## src/rtl/toggle_evt_pkg.sv

```systemverilog
// Shared defaults for the toggle-signalling link (receiver and sender benches).
package toggle_evt_pkg;

    localparam int unsigned SYNC_STAGES_DEF = 2;
    localparam int unsigned PEND_W_DEF      = 4;
    localparam int unsigned CNT_W_DEF       = 16;

endpackage : toggle_evt_pkg

```

## src/rtl/toggle_event_receiver_sync_chain.sv

```systemverilog
// Reset-to-zero shift chain used to sample an asynchronous level into the clk domain.
module sync_chain #(
    parameter int unsigned STAGES = 2
) (
    input  logic clk,
    input  logic reset,
    input  logic d,
    output logic q
);

    logic [STAGES-1:0] s;

    always_ff @(posedge clk) begin
        if (reset) begin
            s <= '0;
        end else begin
            s[0] <= d;
            for (int unsigned i = 1; i < STAGES; i++) begin
                s[i] <= s[i-1];
            end
        end
    end

    assign q = s[STAGES-1];

endmodule : sync_chain

```

## src/rtl/toggle_event_receiver.sv

```systemverilog
// Toggle-link receiver: detects level changes on tog_in, pulses once per event,
// queues events for a valid/ready consumer, keeps a wrapping total and sticky overflow.
module toggle_event_receiver
    import toggle_evt_pkg::*;
#(
    parameter int unsigned SYNC_STAGES = SYNC_STAGES_DEF,
    parameter int unsigned PEND_W      = PEND_W_DEF,
    parameter int unsigned CNT_W       = CNT_W_DEF
) (
    input  logic              clk,
    input  logic              reset,
    input  logic              tog_in,
    input  logic              evt_ready,
    input  logic              clr_overflow,
    output logic              evt_pulse,
    output logic              evt_valid,
    output logic [PEND_W-1:0] pending,
    output logic [CNT_W-1:0]  total_count,
    output logic              overflow
);

    localparam logic [PEND_W-1:0] PEND_MAX = '1;

    logic              sync_q;
    logic              prev_level;
    logic              det;
    logic              consume;
    logic [PEND_W-1:0] pending_nxt;
    logic              ovf_set;

    sync_chain #(
        .STAGES (SYNC_STAGES)
    ) u_sync (
        .clk   (clk),
        .reset (reset),
        .d     (tog_in),
        .q     (sync_q)
    );

    assign det     = sync_q ^ prev_level;
    assign consume = evt_valid & evt_ready;

    // Queue depth update; a simultaneous arrival and drain leaves the depth untouched.
    always_comb begin
        pending_nxt = pending;
        ovf_set     = 1'b0;
        if (det && !consume) begin
            if (pending == PEND_MAX) begin
                ovf_set = 1'b1;
            end else begin
                pending_nxt = pending + PEND_W'(1);
            end
        end else if (!det && consume) begin
            pending_nxt = pending - PEND_W'(1);
        end
    end

    // evt_valid is registered alongside pending so it mirrors pending != 0 exactly.
    always_ff @(posedge clk) begin
        if (reset) begin
            prev_level  <= 1'b0;
            evt_pulse   <= 1'b0;
            evt_valid   <= 1'b0;
            pending     <= '0;
            total_count <= '0;
            overflow    <= 1'b0;
        end else begin
            prev_level <= sync_q;
            evt_pulse  <= det;
            pending    <= pending_nxt;
            evt_valid  <= (pending_nxt != '0);
            if (det) begin
                total_count <= total_count + CNT_W'(1);
            end
            if (ovf_set) begin
                overflow <= 1'b1;
            end else if (clr_overflow) begin
                overflow <= 1'b0;
            end
        end
    end

endmodule : toggle_event_receiver

```

## config.mk

```make
export PLATFORM = sky130hd
export DESIGN_NAME = toggle_event_receiver
export DESIGN_NICKNAME = d
export VERILOG_FILES = /design/src/rtl/toggle_evt_pkg.sv /design/src/rtl/toggle_event_receiver_sync_chain.sv /design/src/rtl/toggle_event_receiver.sv
export SDC_FILE = /design/constraint.sdc
export NUM_CORES = 1
export LEC_CHECK = 0
export ABC_AREA = 1
export CAP_MARGIN = 20
export CORE_MARGIN = 2
export CORE_UTILIZATION = 45
export DETAILED_ROUTE_END_ITERATION = 8
export PLACE_DENSITY = 0.8
export SLEW_MARGIN = 20
export SYNTH_ARGS = -nofsm -noshare
export SYNTH_HDL_FRONTEND = slang
export SYNTH_SLANG_ARGS = --single-unit
export TNS_END_PERCENT = 5
```

## constraint.sdc

```tcl
create_clock -name clk -period 1.4 [get_ports clk]
set_clock_uncertainty 0.15 [all_clocks]
set_input_delay 0.28 -clock clk [delete_from_list [all_inputs] [get_ports clk]]
set_output_delay 0.28 -clock clk [all_outputs]
set_load 0.03 [all_outputs]
```

# --- Word level (Yosys, flattened, before mapping) ---
# Index checks and enable logic that the tools add are counted.
op_classes:
  eq_ne: 1
  addsub: 3
  multipliers: 0
  reduce_logical: 6
  magnitude_cmp: 0
  n_bitwise: 2
  n_div: 0
  shift: 0
  muxes: 7
ops:
  columns: ["op", "n"]
  rows:
  - ["16-bit by 1-bit adder with 16-bit output, second input constant", 1]
  - ["4-bit two-way mux", 3]
  - ["4-bit by 1-bit adder with 4-bit output, second input constant", 1]
  - ["4-bit == test, second input constant", 1]
  - ["1-bit two-way mux", 4]
  - ["4-bit nonzero test", 1]
  - ["4-bit by 1-bit subtractor with 4-bit output, second input constant", 1]
  - ["1-bit logical AND", 2]
  - ["1-bit zero test", 2]
  - ["2-bit nonzero test", 1]
  - ["1-bit AND", 1]
  - ["1-bit XOR", 1]
word_totals:
  latchBits: 0
  romBits: 0
  n_memories: 0
  output_inout_bits: 23
  register_bits: 26
  inputBits: 5
  ram_bits: 0

# --- Longest topological paths before layout ---
# Gate-level depths: netlist of the first run.
logic_depth:
  ltp_word: 6
  depth_mapped: 10
  mapped_depth_nobuf: 10

# --- Cells and area by module ---
# Synthesis of the first run repeated with hierarchy kept, for this count alone.
hier_totals:
  hier_cells: 191
  area_unflattened_um2: 1312.5
modules_own_cells:
  columns: ["mod", "instances", "area_per_inst_um2", "seq_area_each_um2", "cells_per_inst"]
  rows:
  - ["toggle_event_receiver", 1, 1257.5, 480.5, 185]
  - ["sync_chain", 1, 55.1, 40.0, 6]

# --- Worst setup path before layout of the first run ---
# No wires, ideal clock.
synth_timing:
  path_kind: "reg-to-reg"
  start: "register pending[0]"
  end: "register evt_valid"
  path_buffers: 0
  path_stages_with_launch: 9
  setup_slack_ns: -0.208
  t_required_ns: 1.125
  synth_period_minus_slack_ns: 1.608
  arrival_time_ns: 1.333
  cell_sequence: "dfxtp_1 inv_1 ha_1 nand2_1 o21ai_0 nand2_1 nand2_1 nand2_1 nand4_1"
synth_via:
  elab_chain_len: 4
  elab_cells_between_ends: 7
  cone_classes: "2 x add/sub; 1 x eq/ne; 3 x mux; 1 x reduce/logical"
synth_lines:
  columns: ["item", "line_no", "text"]
  rows:
  - ["start, declared", "toggle_event_receiver.sv:17", "output logic [PEND_W-1:0] pending,"]
  - ["start signal, assigned", "toggle_event_receiver.sv:70", "pending <= pending_nxt;"]
  - ["4-bit by 1-bit subtractor with 4-bit output (tied with other cells)", "toggle_event_receiver.sv:54", "pending_nxt = pending - PEND_W'(1);"]
  - ["4-bit two-way mux, on equally long branches", "toggle_event_receiver.sv:53, toggle_event_receiver.sv:48", null]
  - ["4-bit two-way mux (*)", "toggle_event_receiver.sv:47", "if (det && !consume) begin"]
  - ["4-bit nonzero test (*)", "toggle_event_receiver.sv:71", "evt_valid <= (pending_nxt != '0);"]
  - ["end signal, assigned", "toggle_event_receiver.sv:71", null]
  - ["end, declared", "toggle_event_receiver.sv:16", "output logic evt_valid,"]
# Mark *: on every way between the ends. The rest lies on a longest branch, timed or not.
# A chain may end at the register's enable or synchronous reset.

# --- Worst setup path in the final report of the first run ---
layout_timing:
  start: "input port evt_ready"
  end: "register evt_valid"
layout_via:
  elab_chain_len: 5
  elab_cells_between_ends: 7
  cone_classes: "2 x mux; 1 x bitwise; 4 x reduce/logical"
layout_lines:
  columns: ["item", "line_no", "text"]
  rows:
  - ["start, declared", "toggle_event_receiver.sv:13", "input logic evt_ready,"]
  - ["1-bit AND (*)", "toggle_event_receiver.sv:41", "assign consume = evt_valid & evt_ready;"]
  - ["1-bit logical AND or 1-bit zero test (tied branches)", "toggle_event_receiver.sv:53, toggle_event_receiver.sv:47", null]
  - ["4-bit two-way mux or 1-bit logical AND (tied branches)", "toggle_event_receiver.sv:53, toggle_event_receiver.sv:47", null]
  - ["4-bit two-way mux (*)", "toggle_event_receiver.sv:47", null]
  - ["4-bit nonzero test (*)", "toggle_event_receiver.sv:71", null]
# Marks and branches as above.

==> flow_summary.yaml, run 1 <==
timing:
  fin_crit_sh_pct: 100.9
  period_minus_slack_ns: 1.413
  rsz0062_at_grt: "true"
  fin_setup_tns_ns: -0.01807
  drv_slew: 0
  max_freq_mhz: 707.8
  setup_ws_ns: -0.01281
  relSlewSlack_pct: 85.87
  report.final.setup_viol: 2
  hold_violations: 0
  hold_slack_ns: 0.2650
  worst_slew_pin_slew_ns: 0.2102
worst_setup_path:
  crit_arrival_ns: 1.47
  reg2reg_setup_slack_ns: -0.01
  worstSetupStartpointType: "primary input"
  worstPathRequired_ns: 1.46
  reg2reg_depth: 9
  startpoint: "evt_ready"
  crit_path_max_fanout: 5
  critPathKind: "in -> reg"
  critPathMostFrequentCell: "nand2_1"
  slowest_delay_ns: 0.45
  cp_slowest_cell: "clkdlybuf4s50_1"
  rr_endpoint: "total_count[13]$_SDFFE_PP0P_"
  crit_chain: "clkdlybuf4s50_1, nand2_1, inv_1, nand3_1, o21ai_1, nand2_1, nand2_1, nand4_1"
  r2r_start: "u_sync.s[1]$_SDFF_PP0_"
  end_kind: "flip-flop"
  critical_path.endpoint: "evt_valid$_SDFF_PP0_"
run_status:
  failed_checks: "setup timing"
  status: "finished, violations left"
layout:
  syn_to_final_growth_pct: 38.22
  final-instance-count-excl-fill: 278
  nets: 257
  layout-drive-gt1-share_pct: 34.82
  final_common_cell: "nand2_1"
  final_cell_mix: "nand2_1, buf_4, inv_1"
  n_antenna_cell: 0
clocking:
  cts_tree: "done"
  clk_path_buf_depth: 2
  clk_pin_slew_ns: 0.13
  cts_inserted_buffers: 3
  clk-insertion-delay-late_ns: 0.31
  postCtsSetupBuffers: 0
  cts-htree-levels: 1
  cts_hold_buf: 0
  cts_root_buffer: "clkbuf_4"
  numClockSinks: 26
logic_synthesis:
  synth-seq-area-share_pct: 38.88
  synth_top_area_share_pct: 38.88
  synthDistinctLibCells: 22
  synth_warnings: 0
  synth_top_area_cell: "dfxtp_1"
  syn_area_per_cell_um2: 6.796
  synthTopCellsByArea: "dfxtp_1, nand2_1, inv_1"
  synth.ff_latch_count: 26
  syn-num-nets: 205
  postSynthCellCount: 197
  synth_area_um2: 1339
placed_design:
  dp_hpwl_mm: 2.270
  dp_cells: 275
  gp_congestion: 0.8151
  portBuffers: 27
grt:
  gr-usage-all-layers_pct: 19.17
  first_global_vias: 1287
  grt_pass1_wl_mm: 5.202
  grt_max_degree: 14
  antenna_found_initial: 0
  grt-ovfl-total: 0
route:
  viasPerCell: 4.766
  drt_pass1_iterations: 4
  drt_iter0_drc: 40
  vias: 1325
  wl_per_cell_um: 10.51
  drc: 0
  ant_nets: 0
  wl_mm: 2.921
floorplanning:
  ios: 28
  die_area_um2: 3428
  die_y_um: 58.55
  core_area_um2: 2781
  num_rows: 19
  fp.dieW_um: 58.55
  start_util_pct: 48.13
job:
  drv_cap: 0
hold_path:
  worstHoldPathType: "reg -> reg"
pwr:
  powerDensity_nw_per_um2: 941.9
  p_leak_nw: 0.8830
  vdd_drop_max_mv: 0.9289
power by group:
group | total, W | switching, W | internal (W) | leakage, nW
combinational | 0.000593 | 0.000339 | 0.000254 | 0.651
sequential | 0.000846 | 0.0000498 | 0.000796 | 0.218
clock | 0.000304 | 0.000203 | 0.000101 | 0.0138
total | 0.00174 | 0.000592 | 0.00115 | 0.883
cell type report:
| class | count | area (um^2) |
|---|---|---|
| tap | 31 | 38.79 |
| inverter | 30 | 112.6 |
| multi-input combinational | 139 | 739.5 |
| fill | 265 | 930.9 |
| timing repair buffer | 49 | 394.1 |
| clock buffer | 3 | 22.52 |
| sequential | 26 | 543.0 |
state kept, by name (all words and copies together), names as in the netlist:
name	flops
evt_pulse	1
evt_valid	1
overflow	1
pending	4
prev_level	1
total_count	16
u_sync.s	2
cell families after synthesis:
| kind of cell | Yosys count | share of synthesized area (%) |
|---|---|---|
| adder cells (fa/ha/maj) | 3 | 2.804 |
| AND/OR/NAND/NOR | 110 | 38.41 |
| flip-flops | 26 | 38.88 |
| AO/OA/AOI/OAI | 24 | 9.626 |
| XOR/XNOR | 2 | 1.309 |
| buffers and inverters | 32 | 8.972 |
worst min path at each step:
stage / start / endpoint / slack, ns / cells past startpoint
finish: u_sync.s[0]$_SDFF_PP0_ / u_sync.s[1]$_SDFF_PP0_ / 0.26 / 2
global placement: u_sync.s[0]$_SDFF_PP0_ / u_sync.s[1]$_SDFF_PP0_ / 0.26 / 2
CTS: u_sync.s[0]$_SDFF_PP0_ / u_sync.s[1]$_SDFF_PP0_ / 0.27 / 2
floorplan: tog_in / u_sync.s[0]$_SDFF_PP0_ / 0.24 / 2
global route: u_sync.s[0]$_SDFF_PP0_ / u_sync.s[1]$_SDFF_PP0_ / 0.29 / 2
detailed placement: u_sync.s[0]$_SDFF_PP0_ / u_sync.s[1]$_SDFF_PP0_ / 0.25 / 2
metal layers:
layer / GRT usage, % / up-vias / part of all wire (%) / wire length, um
met2: 33.71 / 18 / 49 / 1418
met3: 1.978 / 2 / 2.8 / 83
met1: 24.18 / 586 / 48 / 1402
li1: - / 719 / - / -
met4: 6.977 / 0 / 0.58 / 17
met5: 0 / - / 0 / 0
through the flow:
step	cell area, um^2	setup slack, ns	util (%)	total power, W
after floorplan	1351	-0.06586	-	0.001197
after global placement	1773	-0.2734	63.74	0.001416
after detailed placement	1773	-0.3062	63.74	0.001423
after CTS	1824	-0.008520	65.59	0.001757
after global routing	1851	-0.1228	66.53	0.001858
final	1851	-0.01281	66.53	0.001743
synthesized netlist by cell type:
cell / number
nor4_1: 1
and3_1: 1
o21ai_0: 8
nand4_1: 2
inv_2: 2
o21bai_2: 1
nand2_2: 3
ha_1: 3
dfxtp_1: 26
o21ai_1: 3
a21oi_1: 11
xor2_1: 2
nand2_1: 48
nor2_1: 25
nand2_4: 2
nand3_1: 19
nor2_2: 4
nand3_2: 2
inv_1: 28
nor2_4: 3
o21a_1: 1
clkbuf_1: 2
worst max-delay path, delay by kind of cell:
family,cells,cell delay [ns]
buffers and inverters,2,0.54
AND/OR/NAND/NOR,5,0.49
AO/OA/AOI/OAI,1,0.16
repair_timing:
item,in CTS,in global routing
pin swaps,1,3
endpoints found under the setup margin,5,23
gates resized for setup,5,14
(Power assumes the default switching activity.)
==> run 2, diff against run 1 <==
--- a/config.mk
+++ b/config.mk
@@ -9,6 +9,7 @@
 export CAP_MARGIN = 20
 export CORE_MARGIN = 2
 export CORE_UTILIZATION = 45
+export CTS_CLUSTER_DIAMETER = 40
 export DETAILED_ROUTE_END_ITERATION = 8
 export PLACE_DENSITY = 0.8
 export SLEW_MARGIN = 20
==> results of run 2 <==
Same layout as run 1: the final DEF is identical, and so are final timing and power.
==> patch 1 (config.mk and constraints of run 2) <==
Change the package constant `PEND_W_DEF` from 4 to 3.
--- a/src/rtl/toggle_evt_pkg.sv
+++ b/src/rtl/toggle_evt_pkg.sv
@@ -2,7 +2,7 @@
 package toggle_evt_pkg;
 
     localparam int unsigned SYNC_STAGES_DEF = 2;
-    localparam int unsigned PEND_W_DEF      = 4;
+    localparam int unsigned PEND_W_DEF      = 3;
     localparam int unsigned CNT_W_DEF       = 16;
 
 endpackage : toggle_evt_pkg
Interface: changed (resized pending); port bits go from 28 to 27. The function was not compared with the original's and may differ.
==> patch 1 against run 2 <==
- maximum frequency up 1.4%
- critical path depth unchanged
- clock power up 15%
- wire length shrank 4.3%
- synthesized area decreased by 3.6%
- cell area is 12% lower
- worst hold slack lost 0.0015 ns
- final cell count shrank 16%
- setup slack gained 0.019 ns
- sequential cell count is 1 lower
- total power decreased by 12%
- largest power group unchanged
- critical endpoint unchanged
- via count fell by 9.9%
- synthesized cell count down 13%
==> patch 1: results (changes against run 2) <==
Run status
  – Status: complete, no violations

Power and ir drop
  – Peak supply drop: 0.000786 V (-15%)
  – Leakage power: 0.738 nW (-16%)

Clock tree
  – Clock-pin slew on the worst setup and hold paths: 0.15 ns (+0.02 ns)
  – CTS HTree Levels: 1 (unchanged)
  – Clock Path Buffers: 2 (unchanged)
  – CTS Buf Count: 3 (unchanged)
  – Setup Fix Bufs, Post-CTS: 0 (unchanged)
  – Clk_lat worst skew: 0.33 ns (+0.02 ns)
  – Clock Tree Root: clkbuf_4

GRT
  – Tot GR Track Use: 17.5% (-1.7 points)
  – Antenna violations before repair: 0 (unchanged)
  – Number of global-route vias before repair: 1117 (-13%)
  – Global-route wire length before repair: 4570 microns (-12%)
  – Largest net degree at the start of global routing: 16 (+2)

Yosys
  – Synth area leaders: dfxtp_1, nand2_1, inv_1
  – Yosys warns: 0 (unchanged)
  – Dominant synthesized flop cell: dfxtp_1
  – Synthesized Nets: 179 (-13%)
  – Avg Cell Area, Syn: 7.54 sq um (+11%)
  – Ys async rst share: 0% (unchanged)
  – Post-synth top cells: nand2_1, dfxtp_1, inv_1
  – Distinct cells, synth: 31 (+41%)
  – Post-synthesis sequential area ratio: 38.8% (-0.081 points)

Place
  – RD Place Congestion: 0.936 (+15%)
  – Area after DPL: 1580 sq um (-11%)
  – DP Wirelength: 2080 microns (-8.2%)
  – Port Buffers: 26 (-3.7%)

Cells and area
  – Final Instance Count excl. Fillers: 234 (-16%)
  – Top reg by flops: total_count
  – Ant. Diodes: 0 (unchanged)
  – Filler instances: 232 (-12%)
  – Nets: 212 (-18%)
  – Share of layout cells above drive strength 1: 39.9% (+5.1 points)
  – Largest regs: total_count x16, pending x3, u_sync.s x2
  – Largest register FFs: 16 (unchanged)

Worst setup path
  – Critical Path AT: 1.47 ns (about the same)
  – Crit-path max FO: 4 (-1)

Drt
  – Drt first pass iters: 4 (unchanged)
  – 1st-iter DRT viols: 30 (-25%)
  – Detailed Route WL: 2790 microns (-4.3%)
  – Via count: 1194 (-9.9%)

Timing
  – Slew HR: 77.3% (-8.5 points)

Hold path
  – Worst hold path class: flop to flop
-- patch 1: cell types whose count changed in the layout (fill, tap and decap cells not counted), sizes merged, moves of 2 or more --
| cell | change |
|---|---|
| nor2 | -10 |
| inv | -4 |
| clkinv | +2 |
| buf | -19 |
| nand3 | -5 |
| o21ai | -4 |
| nand2 | -9 |
| nor3 | +6 |
-- patch 1: power breakdown --
group / switching (mW) / internal (mW)
sequential: 0.0422 / 0.758
combinational: 0.239 / 0.150
clock: 0.237 / 0.112
total: 0.519 / 1.02
-- patch 1: path summary, 6_finish.rpt --
kind / startpoint / cells past startpoint / slack, ns / end
max: pending[0] / 8 / 0.007 / evt_valid
min: u_sync.s[0] / 2 / 0.26 / u_sync.s[1]
min reg2reg: u_sync.s[0] / 2 / 0.26 / u_sync.s[1]
max reg2reg: pending[0] / 8 / 0.007 / evt_valid
-- patch 1: final cells by class --
type | instances | area, sq um | area share (%)
Multi-Input combinational cell | 117 | 704 | 43.0
Clock buffer | 3 | 22.5 | 1.38
Tap cell | 31 | 38.8 | 2.37
Inverter | 27 | 103 | 6.27
Sequential cell | 25 | 527 | 32.2
Timing Repair Buffer | 30 | 235 | 14.4
Clock inverter | 1 | 6.26 | 0.382
-- patch 1: cell families (layout without fill, tap and decap cells) --
group	after synthesis	count (layout)	share of synthesized area (%)
and+or+nand+nor	88	89	37.3
buffers and inverters	30	61	9.50
DFF	25	25	38.8
AOI/OAI and AO/OA	24	24	10.8
adders and majority gates	3	3	2.91
xor gates and xnor gates	1	1	0.679
-- patch 1: per-stage QoR --
step	hold slack (ns)	util, %	setup TNS [ns]	setup WS, ns	power [mW]
global route	0.291	59.9	-0.469	-0.102	1.60
detailed placement	0.255	57.7	-1.16	-0.250	1.20
floorplan	0.209	-	-0.0903	-0.0294	1.07
finish	0.263	59.9	0	0.00668	1.54
global placement	0.242	57.7	-0.848	-0.165	1.19
CTS	0.275	58.9	-0.00957	-0.00957	1.54
-- patch 1: timing repair --
item / in CTS / in global routing
pin swaps: 0 / 1
cloned: 0 / 1
gates resized for setup: 2 / 8
setup endpoints to repair: 5 / 16
-- patch 1: critical path, stage by stage, from the launching register on --
cell and delay (ns):
dfxtp_2 0.39, inv_2 0.05, ha_1 0.30, nand2_1 0.06, o21ai_0 0.08, nand2_1 0.07
nand2_1 0.05, nand2_1 0.07, nand3_1 0.07
-- patch 1: metal layers --
layer  track usage, %  vias up  wire [microns]
met1             19.9      553            1190
met4             8.97        0              48
met5                0        -               0
met3             2.27        5              97
met2             31.5       29            1460
li1                 -      607               -
==> patch 2 (settings of run 2) <==
Made on the original files. Put one more register stage on the output `total_count`, cleared by the reset. The value now appears one clock later. The other outputs are not delayed to match.
--- a/src/rtl/toggle_event_receiver.sv
+++ b/src/rtl/toggle_event_receiver.sv
@@ -20,6 +20,8 @@
 );
 
     localparam logic [PEND_W-1:0] PEND_MAX = '1;
+
+    logic [CNT_W-1:0] total_count_s0;
 
     logic              sync_q;
     logic              prev_level;
@@ -62,7 +64,7 @@
             evt_pulse   <= 1'b0;
             evt_valid   <= 1'b0;
             pending     <= '0;
-            total_count <= '0;
+            total_count_s0 <= '0;
             overflow    <= 1'b0;
         end else begin
             prev_level <= sync_q;
@@ -70,7 +72,7 @@
             pending    <= pending_nxt;
             evt_valid  <= (pending_nxt != '0);
             if (det) begin
-                total_count <= total_count + CNT_W'(1);
+                total_count_s0 <= total_count_s0 + CNT_W'(1);
             end
             if (ovf_set) begin
                 overflow <= 1'b1;
@@ -80,5 +82,13 @@
         end
     end
 
+    always_ff @(posedge clk) begin
+        if (reset) begin
+            total_count <= '0;
+        end else begin
+            total_count <= total_count_s0;
+        end
+    end
+
 endmodule : toggle_event_receiver
 
Function: changed (Yosys sat finds a counterexample within 4 cycles, from zero or initial values and one cycle with reset high).
==> patch 2 against run 2 <==
- the flow still finishes with violations (negative setup slack)
- setup slack worse by 0.062 ns
- sequential cell count is 16 higher
- critical path depth is 1 higher
- cell area is 27% higher
- synthesized area is 26% higher
- wire length is 24% higher
- total power is 63% higher
- critical path type is now flop to flop
- largest power group unchanged
==> patch 2: results (changes against run 2) <==
Yosys
  – Syn Inst Count: 218 (+11%)
  – Post-synth top cells: dfxtp_1, nand2_1, inv_1, nor2_1, nand3_1
  – Distinct cells, synth: 24 (+9.1%)
  – Synthesized Nets: 226 (+10%)
  – Post-synthesis sequential area ratio: 49.9% (+11 points)
  – Synth area leaders: dfxtp_1, nand2_1, inv_1

Drt
  – Via count: 1504 (+14%)
  – 1st-iter DRT viols: 95 (+140%)
  – Detailed Route WL: 3610 microns (+24%)

Timing
  – Min Hold Slack: 0.265 ns (-0.000156 ns)
  – Setup WS post-layout: -0.0745 ns (-0.0616 ns)
  – TNS Setup: -0.226 ns (-0.207 ns)
  – Final setup viols: 5 (+3)
  – Slew HR: 76.1% (-9.8 points)

GRT
  – Global-route wire length before repair: 5980 microns (+15%)
  – Tot GR Track Use: 18.5% (-0.68 points)
  – Number of global-route vias before repair: 1435 (+11%)
  – Largest net degree at the start of global routing: 14 (unchanged)
  – M3 GR Usage: 5.65% (+3.7 points)
  – GR Util met2: 32.7% (-1.1 points)
  – GR Util met1: 20.3% (-3.9 points)

Worst setup path
  – Crit-path max FO: 9 (+4)
  – R2r endpoint: total_count_s0[15]
  – CP Class: flop to flop
  – Critical Path AT: 1.51 ns (+0.04 ns)

Cells and area
  – Largest regs: total_count x16, total_count_s0 x16, pending x4
  – Filler instances: 324 (+22%)
  – Share of layout cells above drive strength 1: 33.0% (-1.9 points)
  – Final Instance Count excl. Fillers: 318 (+14%)
  – Nets: 277 (+7.8%)

Run status
  – Status: finished with violations
  – Failing checks: negative setup slack

Place
  – Port Buffers: 27 (unchanged)
  – Cells after DPL: 310 (+13%)
  – DP Wirelength: 2530 microns (+11%)
  – Area after DPL: 2150 sq um (+21%)
  – RD Place Congestion: 0.867 (+6.4%)

Hold path
  – WHS Endpoint: u_sync.s[1]
  – Hold Crit Depth: 2 (unchanged)
  – Worst hold path class: flop to flop

Clock tree
  – CTS Buf Count: 5 (+2)
  – CTS HTree Levels: 2 (+1)
  – Clock Tree Root: clkbuf_8
  – Clk_lat worst skew: 0.29 ns (-0.02 ns)
  – Clock-pin slew on the worst setup and hold paths: 0.08 ns (-0.05 ns)

Power and ir drop
  – Peak supply drop: 0.000560 V (-40%)
  – Leakage power: 1.08 nW (+23%)
[patch 2: changes by cell type in the layout (fill, tap and decap cells not counted), moves of 4 or more]
cell,delta
clkbuf_8,+5
dfxtp_1,+19
inv_4,+4
nand2_1,-9
nand3_1,-7
nor2_1,+7
nor3_1,+4
[patch 2: timing repair]
item | CTS | global route
endpoints found under the setup margin | 14 | 20
buffers inserted | 0 | 0
resized for setup | 23 | 14
pin swaps | 0 | 2
[patch 2: stage by stage]
step           worst slack [ns]  utilization (%)
5_1_grt                  -0.176             64.9
4_1_cts                 -0.0311             63.8
6_report                -0.0745             64.9
3_3_place_gp             -0.352             59.1
2_1_floorplan          0.000127                -
3_5_place_dp             -0.393             59.1
[patch 2: power by group]
part           internal [mW]  total, mW  switching [mW]  leakage (nW)
Combinational          0.273      0.640           0.367         0.689
Sequential              1.26       1.34          0.0750         0.344
Clock                  0.460      0.873           0.412        0.0496
[patch 2: how the worst max path moves through the flow]
stage                               endpoint  cells past startpoint  slack, ns
final                     total_count_s0[15]                      9      -0.07
after global routing               evt_valid                     10      -0.18
after CTS                 total_count_s0[15]                      9      -0.03
after detailed placement           evt_valid                     10      -0.39
after global placement             evt_valid                     10      -0.35
after floorplan                    evt_valid                      9     0.0001
[patch 2: area by class of cell]
cell class              instances  area, sq um  share of cell area, %
repair buffers                 48          382                   16.2
flip-flops and latches         42          857                   36.3
clock inverters                 1         7.51                  0.318
inverters                      35          141                   5.99
multi-input cells             137          813                   34.5
well taps                      48         60.1                   2.55
clock buffers                   7         97.6                   4.14
[patch 2: kinds of logic after synthesis]
family	count (synthesis)	synth area share (%)
AO/OA/AOI/OAI	29	8.99
XOR/XNOR	4	2.08
adder cells (fa/ha/maj)	3	2.23
buffers and inverters	39	8.77
flip-flops	42	49.9
AND/OR/NAND/NOR	101	28.0
[patch 2: critical path: stages, from the launching register on]
cell and delay, ns:
dfxtp_2 0.36, inv_2 0.06, nand2_4 0.11, nand2_8 0.10
nor2_8 0.12, nand2_4 0.06, nor2_4 0.12, nand2_1 0.08
o21ai_1 0.14, a21oi_1 0.05
[patch 2: metal layers]
| metal | part of all wire, % | wire length [microns] |
|---|---|---|
| met3 | 4.4 | 160 |
| met4 | 1.5 | 53 |
| met5 | 0 | 0 |
| met2 | 53 | 1920 |
| met1 | 41 | 1480 |
